===== src/rtl/multicycle_control_unit_pkg.sv =====
// Shared definitions for the multicycle control unit: instruction opcodes,
// FSM state encoding, datapath select codes and the control-word bundle.
package multicycle_control_unit_pkg;

    // Instruction opcodes (instruction-register bits [6:0])
    localparam logic [6:0] OP_LOAD      = 7'b0000011;
    localparam logic [6:0] OP_ARITH_IMM = 7'b0010011;
    localparam logic [6:0] OP_STORE     = 7'b0100011;
    localparam logic [6:0] OP_ARITH     = 7'b0110011;
    localparam logic [6:0] OP_BRANCH    = 7'b1100011;
    localparam logic [6:0] OP_JALR      = 7'b1100111;
    localparam logic [6:0] OP_JAL       = 7'b1101111;
    localparam logic [6:0] OP_ECALL     = 7'b1110011;

    // Controller states
    typedef enum logic [2:0] {
        S_IF   = 3'd0,
        S_ID   = 3'd1,
        S_EX   = 3'd2,
        S_MEM  = 3'd3,
        S_WB   = 3'd4,
        S_HALT = 3'd5
    } state_t;

    // ALU operation select
    localparam logic [1:0] ALU_OP_ADD   = 2'd0;
    localparam logic [1:0] ALU_OP_SUB   = 2'd1;
    localparam logic [1:0] ALU_OP_FUNCT = 2'd2;

    // ALU operand A select
    localparam logic SRC_A_PC  = 1'b0;
    localparam logic SRC_A_RS1 = 1'b1;

    // ALU operand B select
    localparam logic [1:0] SRC_B_RS2  = 2'd0;
    localparam logic [1:0] SRC_B_FOUR = 2'd1;
    localparam logic [1:0] SRC_B_IMM  = 2'd2;

    // Next-PC select
    localparam logic [1:0] PC_SRC_PLUS4  = 2'd0;
    localparam logic [1:0] PC_SRC_ALU    = 2'd1;
    localparam logic [1:0] PC_SRC_ALUOUT = 2'd2;

    // Full control word driven to the datapath
    typedef struct packed {
        logic       mem_read;
        logic       mem_write;
        logic       i_or_d;
        logic       ir_write;
        logic       reg_write;
        logic       mem_to_reg;
        logic       pc_write;
        logic       alu_src_a;
        logic [1:0] alu_src_b;
        logic [1:0] alu_op;
        logic [1:0] pc_source;
        logic       is_halted;
    } ctrl_t;

    // Opcodes that have an execute phase; anything else is retired from ID
    function automatic logic is_ex_opcode(input logic [6:0] op);
        case (op)
            OP_LOAD, OP_STORE, OP_ARITH, OP_ARITH_IMM,
            OP_BRANCH, OP_JAL, OP_JALR: is_ex_opcode = 1'b1;
            default:                    is_ex_opcode = 1'b0;
        endcase
    endfunction

endpackage


===== src/rtl/multicycle_control_unit_decoder.sv =====
// Combinational control-word decode for the multicycle controller.
// The word is forced to all-zero while the controller is not running, so
// reset and the first cycle after reset never drive a datapath enable.
module control_output_decoder
    import multicycle_control_unit_pkg::*;
(
    input  state_t      state,
    input  logic        enable,
    input  logic [6:0]  opcode,
    input  logic        bcond,
    input  logic        mem_ready,
    input  logic        ecall_halt,
    output ctrl_t       ctrl
);

    // Decode the datapath controls from the current state and instruction
    always_comb begin
        ctrl = '0;
        if (enable) begin
            case (state)
                S_IF: begin
                    ctrl.mem_read = 1'b1;
                    ctrl.i_or_d   = 1'b0;
                    ctrl.ir_write = mem_ready;
                end

                S_ID: begin
                    // Branch/jump target is precomputed into ALUOut here
                    ctrl.alu_src_a = SRC_A_PC;
                    ctrl.alu_src_b = SRC_B_IMM;
                    ctrl.alu_op    = ALU_OP_ADD;
                    if (opcode == OP_ECALL) begin
                        if (!ecall_halt) begin
                            ctrl.pc_write  = 1'b1;
                            ctrl.pc_source = PC_SRC_PLUS4;
                        end
                    end else if (!is_ex_opcode(opcode)) begin
                        // Unknown instruction: skip it without side effects
                        ctrl.pc_write  = 1'b1;
                        ctrl.pc_source = PC_SRC_PLUS4;
                    end
                end

                S_EX: begin
                    case (opcode)
                        OP_ARITH: begin
                            ctrl.alu_src_a = SRC_A_RS1;
                            ctrl.alu_src_b = SRC_B_RS2;
                            ctrl.alu_op    = ALU_OP_FUNCT;
                        end
                        OP_ARITH_IMM: begin
                            ctrl.alu_src_a = SRC_A_RS1;
                            ctrl.alu_src_b = SRC_B_IMM;
                            ctrl.alu_op    = ALU_OP_FUNCT;
                        end
                        OP_LOAD, OP_STORE: begin
                            ctrl.alu_src_a = SRC_A_RS1;
                            ctrl.alu_src_b = SRC_B_IMM;
                            ctrl.alu_op    = ALU_OP_ADD;
                        end
                        OP_BRANCH: begin
                            ctrl.alu_src_a = SRC_A_RS1;
                            ctrl.alu_src_b = SRC_B_RS2;
                            ctrl.alu_op    = ALU_OP_SUB;
                            ctrl.pc_write  = 1'b1;
                            ctrl.pc_source = bcond ? PC_SRC_ALUOUT : PC_SRC_PLUS4;
                        end
                        OP_JAL: begin
                            ctrl.pc_write  = 1'b1;
                            ctrl.pc_source = PC_SRC_ALUOUT;
                        end
                        OP_JALR: begin
                            ctrl.alu_src_a = SRC_A_RS1;
                            ctrl.alu_src_b = SRC_B_IMM;
                            ctrl.alu_op    = ALU_OP_ADD;
                            ctrl.pc_write  = 1'b1;
                            ctrl.pc_source = PC_SRC_ALU;
                        end
                        default: begin
                        end
                    endcase
                end

                S_MEM: begin
                    ctrl.i_or_d = 1'b1;
                    if (opcode == OP_LOAD) begin
                        ctrl.mem_read = 1'b1;
                    end else if (opcode == OP_STORE) begin
                        ctrl.mem_write = 1'b1;
                        // Store retires on the completing cycle
                        ctrl.pc_write  = mem_ready;
                        ctrl.pc_source = PC_SRC_PLUS4;
                    end
                end

                S_WB: begin
                    case (opcode)
                        OP_ARITH, OP_ARITH_IMM: begin
                            ctrl.reg_write = 1'b1;
                            ctrl.pc_write  = 1'b1;
                            ctrl.pc_source = PC_SRC_PLUS4;
                        end
                        OP_LOAD: begin
                            ctrl.reg_write  = 1'b1;
                            ctrl.mem_to_reg = 1'b1;
                            ctrl.pc_write   = 1'b1;
                            ctrl.pc_source  = PC_SRC_PLUS4;
                        end
                        OP_JAL, OP_JALR: begin
                            // Link value PC+4 computed by the ALU; PC already moved in EX
                            ctrl.reg_write = 1'b1;
                            ctrl.alu_src_a = SRC_A_PC;
                            ctrl.alu_src_b = SRC_B_FOUR;
                            ctrl.alu_op    = ALU_OP_ADD;
                        end
                        default: begin
                        end
                    endcase
                end

                S_HALT: begin
                    ctrl.is_halted = 1'b1;
                end

                default: begin
                end
            endcase
        end
    end

endmodule


===== src/rtl/multicycle_control_unit.sv =====
// Multicycle CPU control unit: state register and sequencing.
//
//   state  | meaning
//   -------+---------------------------------------------------------
//   IF     | fetch instruction, wait for mem_ready, latch IR
//   ID     | decode, precompute target; ECALL/unknown retire here
//   EX     | ALU operation, branch/jump PC update
//   MEM    | data access for LOAD/STORE, wait for mem_ready
//   WB     | register writeback, PC+4 for ALU/LOAD
//   HALT   | absorbing stop state after ECALL with halt code in x17
//
// A 'running' flag cleared by reset gates the control word so that all
// enables are low while reset is asserted and on the cycle it releases;
// the first rising edge after release starts the fetch.
module multicycle_control_unit
    import multicycle_control_unit_pkg::*;
#(
    parameter logic [31:0] HALT_CODE = 32'd10
) (
    input  logic        clk,
    input  logic        reset_n,
    input  logic [6:0]  opcode,
    input  logic        bcond,
    input  logic [31:0] rf_x17,
    input  logic        mem_ready,
    output logic        mem_read,
    output logic        mem_write,
    output logic        i_or_d,
    output logic        ir_write,
    output logic        reg_write,
    output logic        mem_to_reg,
    output logic        pc_write,
    output logic        alu_src_a,
    output logic [1:0]  alu_src_b,
    output logic [1:0]  alu_op,
    output logic [1:0]  pc_source,
    output logic        is_halted
);

    state_t state;
    logic   running;
    logic   ecall_halt;
    ctrl_t  ctrl;

    assign ecall_halt = (rf_x17 == HALT_CODE);

    // State register and next-state sequencing
    always_ff @(posedge clk or negedge reset_n) begin
        if (!reset_n) begin
            state   <= S_IF;
            running <= 1'b0;
        end else if (!running) begin
            running <= 1'b1;
        end else begin
            case (state)
                S_IF: begin
                    if (mem_ready) state <= S_ID;
                end
                S_ID: begin
                    if (opcode == OP_ECALL)
                        state <= ecall_halt ? S_HALT : S_IF;
                    else if (is_ex_opcode(opcode))
                        state <= S_EX;
                    else
                        state <= S_IF;
                end
                S_EX: begin
                    case (opcode)
                        OP_ARITH, OP_ARITH_IMM, OP_JAL, OP_JALR: state <= S_WB;
                        OP_LOAD, OP_STORE:                       state <= S_MEM;
                        default:                                 state <= S_IF;
                    endcase
                end
                S_MEM: begin
                    if (mem_ready)
                        state <= (opcode == OP_LOAD) ? S_WB : S_IF;
                end
                S_WB:    state <= S_IF;
                S_HALT:  state <= S_HALT;
                default: state <= S_IF;
            endcase
        end
    end

    control_output_decoder u_decoder (
        .state      (state),
        .enable     (running),
        .opcode     (opcode),
        .bcond      (bcond),
        .mem_ready  (mem_ready),
        .ecall_halt (ecall_halt),
        .ctrl       (ctrl)
    );

    assign mem_read   = ctrl.mem_read;
    assign mem_write  = ctrl.mem_write;
    assign i_or_d     = ctrl.i_or_d;
    assign ir_write   = ctrl.ir_write;
    assign reg_write  = ctrl.reg_write;
    assign mem_to_reg = ctrl.mem_to_reg;
    assign pc_write   = ctrl.pc_write;
    assign alu_src_a  = ctrl.alu_src_a;
    assign alu_src_b  = ctrl.alu_src_b;
    assign alu_op     = ctrl.alu_op;
    assign pc_source  = ctrl.pc_source;
    assign is_halted  = ctrl.is_halted;

endmodule


===== config.mk =====
export PLATFORM = sky130hd
export DESIGN_NAME = multicycle_control_unit
export DESIGN_NICKNAME = d
export VERILOG_FILES = /design/src/rtl/multicycle_control_unit_pkg.sv /design/src/rtl/multicycle_control_unit_decoder.sv /design/src/rtl/multicycle_control_unit.sv
export SDC_FILE = /design/constraint.sdc
export NUM_CORES = 1
export LEC_CHECK = 0
export ABC_AREA = 1
export CAP_MARGIN = 20
export CORE_ASPECT_RATIO = 0.5
export CORE_MARGIN = 3
export CORE_UTILIZATION = 32
export CTS_CLUSTER_DIAMETER = 40
export DETAILED_ROUTE_END_ITERATION = 8
export GPL_ROUTABILITY_DRIVEN = 0
export PLACE_DENSITY = 0.75
export SLEW_MARGIN = 40
export SYNTH_ARGS = -nofsm -noshare
export SYNTH_HDL_FRONTEND = slang
export SYNTH_HIERARCHICAL = 1
export SYNTH_SLANG_ARGS = --single-unit
export TNS_END_PERCENT = 30

===== constraint.sdc =====
create_clock -name clk -period 1.5 [get_ports clk]
set_clock_uncertainty 0.2 [all_clocks]
set_input_delay 0.225 -clock clk [delete_from_list [all_inputs] [get_ports clk]]
set_output_delay 0.225 -clock clk [all_outputs]
set_load 0.03 [all_outputs]

==> impl_table.tex <==
\begin{tabular}{lr}
\hline
Metric & Value \\
\hline
\multicolumn{2}{l}{\textbf{Worst setup path}} \\
\quad Cells on worst reg2reg path & 10 \\
\quad Critical Path Most Common Cell & sky130\_fd\_sc\_hd\_\_buf\_6 \\
\quad Register-to-Register Setup Slack & -140 ps \\
\quad Cells along the critical path & buf\_6 > nor3\_4 > nand3\_1 > nand2\_1 > nor2\_1 > a21oi\_2 > buf\_6 \\
\quad Worst Setup Path Type & flip-flop to primary output \\
\quad Endpoint kind of the worst setup timing path & primary output \\
\quad Master of the slowest instance on the critical path & sky130\_fd\_sc\_hd\_\_dfrtp\_2 \\
\quad Reg-to-Reg End & state[2] \\
\quad Required time of the critical path & approximately 1100 ps \\
\quad Biggest fanout along the worst timing path & 4 \\
\quad Worst stage delay on the critical path & 440 ps \\
\quad Worst setup path startpoint & state[0] \\
\quad Crit Reg-Reg Startpoint & state[0] \\
\quad Startpoint types & flip-flop \\
\quad Arrival time worst endpoint & roughly 1500 ps \\
\multicolumn{2}{l}{\textbf{Finish}} \\
\quad Number of filler instances in the final layout & 185 \\
\quad Design area & 1959 µm² \\
\quad Most used cells in the layout excluding fill and tap cells & sky130\_fd\_sc\_hd\_\_nand2\_1 (40), sky130\_fd\_sc\_hd\_\_inv\_1 (36), sky130\_fd\_sc\_hd\_\_buf\_4 (32) \\
\quad Area growth syn-to-layout & 123.7\% \\
\quad Number of nets at the end of the flow & 316 \\
\quad Share of cells above drive strength 1 & 38.97\% \\
\quad Most common cell after layout, fill and taps aside & sky130\_fd\_sc\_hd\_\_nand2\_1 \\
\quad Number of antenna diodes & 0 \\
\quad Final cell count without fillers & $\sim$310 \\
\multicolumn{2}{l}{\textbf{Floorplan}} \\
\quad Area of the core & about 2400 µm² \\
\quad Chip Height & $\sim$43 µm \\
\quad Total die area & 3439 µm² \\
\quad Initial core utilization & $\sim$36\% \\
\quad Width of the die & between 70 and 80 µm \\
\quad Total I/O pin count & 58 \\
\quad Number of cell rows & 12 \\
\multicolumn{2}{l}{\textbf{Global route}} \\
\quad Global router's overall resource usage & a little over a fifth \\
\quad Initial antenna violation count & 0 \\
\quad Remaining global-route overflow & 0 \\
\quad Pin count of the biggest net entering global routing & 9 \\
\quad First-pass GRT wire length & around 5.7 mm \\
\quad Via count of the first global-routing pass & 1,351 \\
\multicolumn{2}{l}{\textbf{Synthesis}} \\
\quad Warnings from Yosys & 6 \\
\quad Sequential-to-total area share from yosys stat & between 10\% and 20\% \\
\quad Post-Synthesis Net Count & approximately 220 \\
\quad Summed instance area of the synthesized netlist & about 900 µm² \\
\quad Count of state elements after synthesis & 4 \\
\quad Post-Synthesis Mean Instance Area & 4.920 µm² \\
\quad Post-synth cell types & 24 \\
\quad Post-Synthesis Cells & between 150 and 200 \\
\multicolumn{2}{l}{\textbf{Timing}} \\
\quad Final worst-path cycle share & 127.1\% \\
\quad PnR worst setup slack & -405.8 ps \\
\quad Count of endpoints failing hold in the final timing report & 0 \\
\quad Final hold slack & 5.906 ps \\
\quad RSZ-0062 raised after global routing & true \\
\quad Number of max-slew violations in the final report & 0 \\
\quad Final Setup Violations & 18 \\
\quad Final worst path period need & about 1900 ps \\
\quad Maximum operating frequency & between 500 and 600 MHz \\
\multicolumn{2}{l}{\textbf{Placement}} \\
\quad Post-DP Area & $\sim$1700 µm² \\
\quad Place WS & -644.0 ps \\
\quad Cells after DPL & approximately 300 \\
\quad DP Wirelength & $\sim$2.7 mm \\
\quad Input/output buffers & 57 \\
\multicolumn{2}{l}{\textbf{CTS}} \\
\quad CTS hold repair buffers & 0 \\
\quad Clock tree root driver cell & sky130\_fd\_sc\_hd\_\_clkbuf\_8 \\
\quad Clock-pin transition on the worst setup and hold timing paths & approximately 40 ps \\
\quad TritonCTS buffer count & 3 \\
\quad Sink Count & 4 \\
\quad TritonCTS clock tree & done \\
\quad Buffer depth of the longest clock path & 2 \\
\quad Number of H-tree branching levels & 1 \\
\quad Clk\_lat worst skew & between 200 and 250 ps \\
\multicolumn{2}{l}{\textbf{Pwr}} \\
\quad Post-layout total power & around 1.2 mW \\
\quad Leakage dissipation & about 1.0 nW \\
\quad Max IR drop VDD & about 330 µV \\
\quad Power per cell area & between 600 and 700 nW/µm² \\
\multicolumn{2}{l}{\textbf{Run status}} \\
\quad Run status & finished with violations \\
\quad Violated checks & negative setup slack \\
\multicolumn{2}{l}{\textbf{Detailed routing}} \\
\quad Post-route DRC & 0 \\
\quad Count of vias placed by the detailed router & between 1,000 and 1,500 \\
\quad Routed WL & roughly 3.5 mm \\
\quad 1st-pass router iterations & 5 \\
\quad First-iteration detailed-routing DRC count & 61 \\
\quad Average wire length per cell after detail routing & approximately 12 µm \\
\quad Remaining number of nets flagged by the antenna check after routing & 0 \\
\quad Per-cell via count in the routed design & about 4.6 \\
\multicolumn{2}{l}{\textbf{Flow run}} \\
\quad Max Cap Viol & 0 \\
\multicolumn{2}{l}{\textbf{Min path}} \\
\quad HP Class & primary input to asynchronous set/reset pin \\
\hline
\end{tabular}
power by group:
| group | leakage, nW | internal [mW] | switching [mW] | total, mW |
|---|---|---|---|---|
| Clock | 0.0228 | 0.183 | 0.0700 | 0.253 |
| Combinational | 0.959 | 0.399 | 0.409 | 0.808 |
| Sequential | 0.0472 | 0.128 | 0.0321 | 0.161 |
sequential cells by signal, summed over array words and instances, names as in the netlist:
signal   flops
running      1
state        3
Yosys cell counts (all sizes together):
cell type | count | area share [%]
nand2 | 51 | 23
inv | 46 | 20
nor2 | 39 | 19
nand3 | 13 | 8.0
a21oi | 5 | 3.3
nand4 | 5 | 4.3
nor3 | 5 | 2.9
dfrtp | 4 | 11
o21ai | 4 | 3.6
a31oi | 1 | 0.71
and2 | 1 | 0.71
conb | 1 | 0.43
nor4 | 1 | 0.71
o211ai | 1 | 0.86
o31ai | 1 | 1.4
area by class of cell:
class | instances | area, µm² | area share (%)
multi-input cells | 128 | 789.5 | 40.29
well taps | 35 | 43.79 | 2.235
inverters | 46 | 175.2 | 8.940
repair buffers | 90 | 802.0 | 40.93
flip-flops and latches | 4 | 103.9 | 5.300
clock buffers | 4 | 45.04 | 2.299
worst max-delay path: cells and delay by family (launching register included):
kind / cells / cell delay, ps
simple gates: 4 / 400
flops: 1 / 440
buf+inv: 2 / 280
compound gates: 1 / 130
kinds of logic after synthesis:
group,count (synthesis),share of synthesized area [%]
simple gates,115,58.57
buf+inv,46,19.71
compound gates,12,9.858
flops,4,11.43
other cells,1,0.4282
metal layers:
metal / track usage, % / up-vias / share of wire (%)
met4: 6.397 / 0 / 1.2
li1: - / 730 / -
met3: 5.297 / 9 / 6.2
met2: 40.30 / 49 / 51
met5: 0 / - / 0
met1: 22.75 / 628 / 41
per-stage QoR:
stage	setup TNS [ps]	utilization (%)
after detailed placement	-6645	71.72
final	-4761	81.56
after global placement	-6218	71.72
after floorplan	-1976	-
after CTS	-4377	79.69
after global routing	-6032	81.56
timing repair:
item                                   in CTS  in global routing
endpoints found under the hold margin       0                  0
pin swaps                                  43                 19
cloned                                      0                  0
buffers inserted                            5                  1
setup endpoints to repair                  18                 18
gates resized for setup                    84                 11
worst max-delay path by stage:
stage,endpoint,depth (start not counted),slack [ps]
finish,pc_write,7,-410
global placement,pc_write,9,-600
CTS,pc_write,8,-370
floorplan,mem_read,5,-270
global route,pc_write,6,-480
detailed placement,pc_write,10,-640
Note: power is estimated with default switching activity, not from simulation.
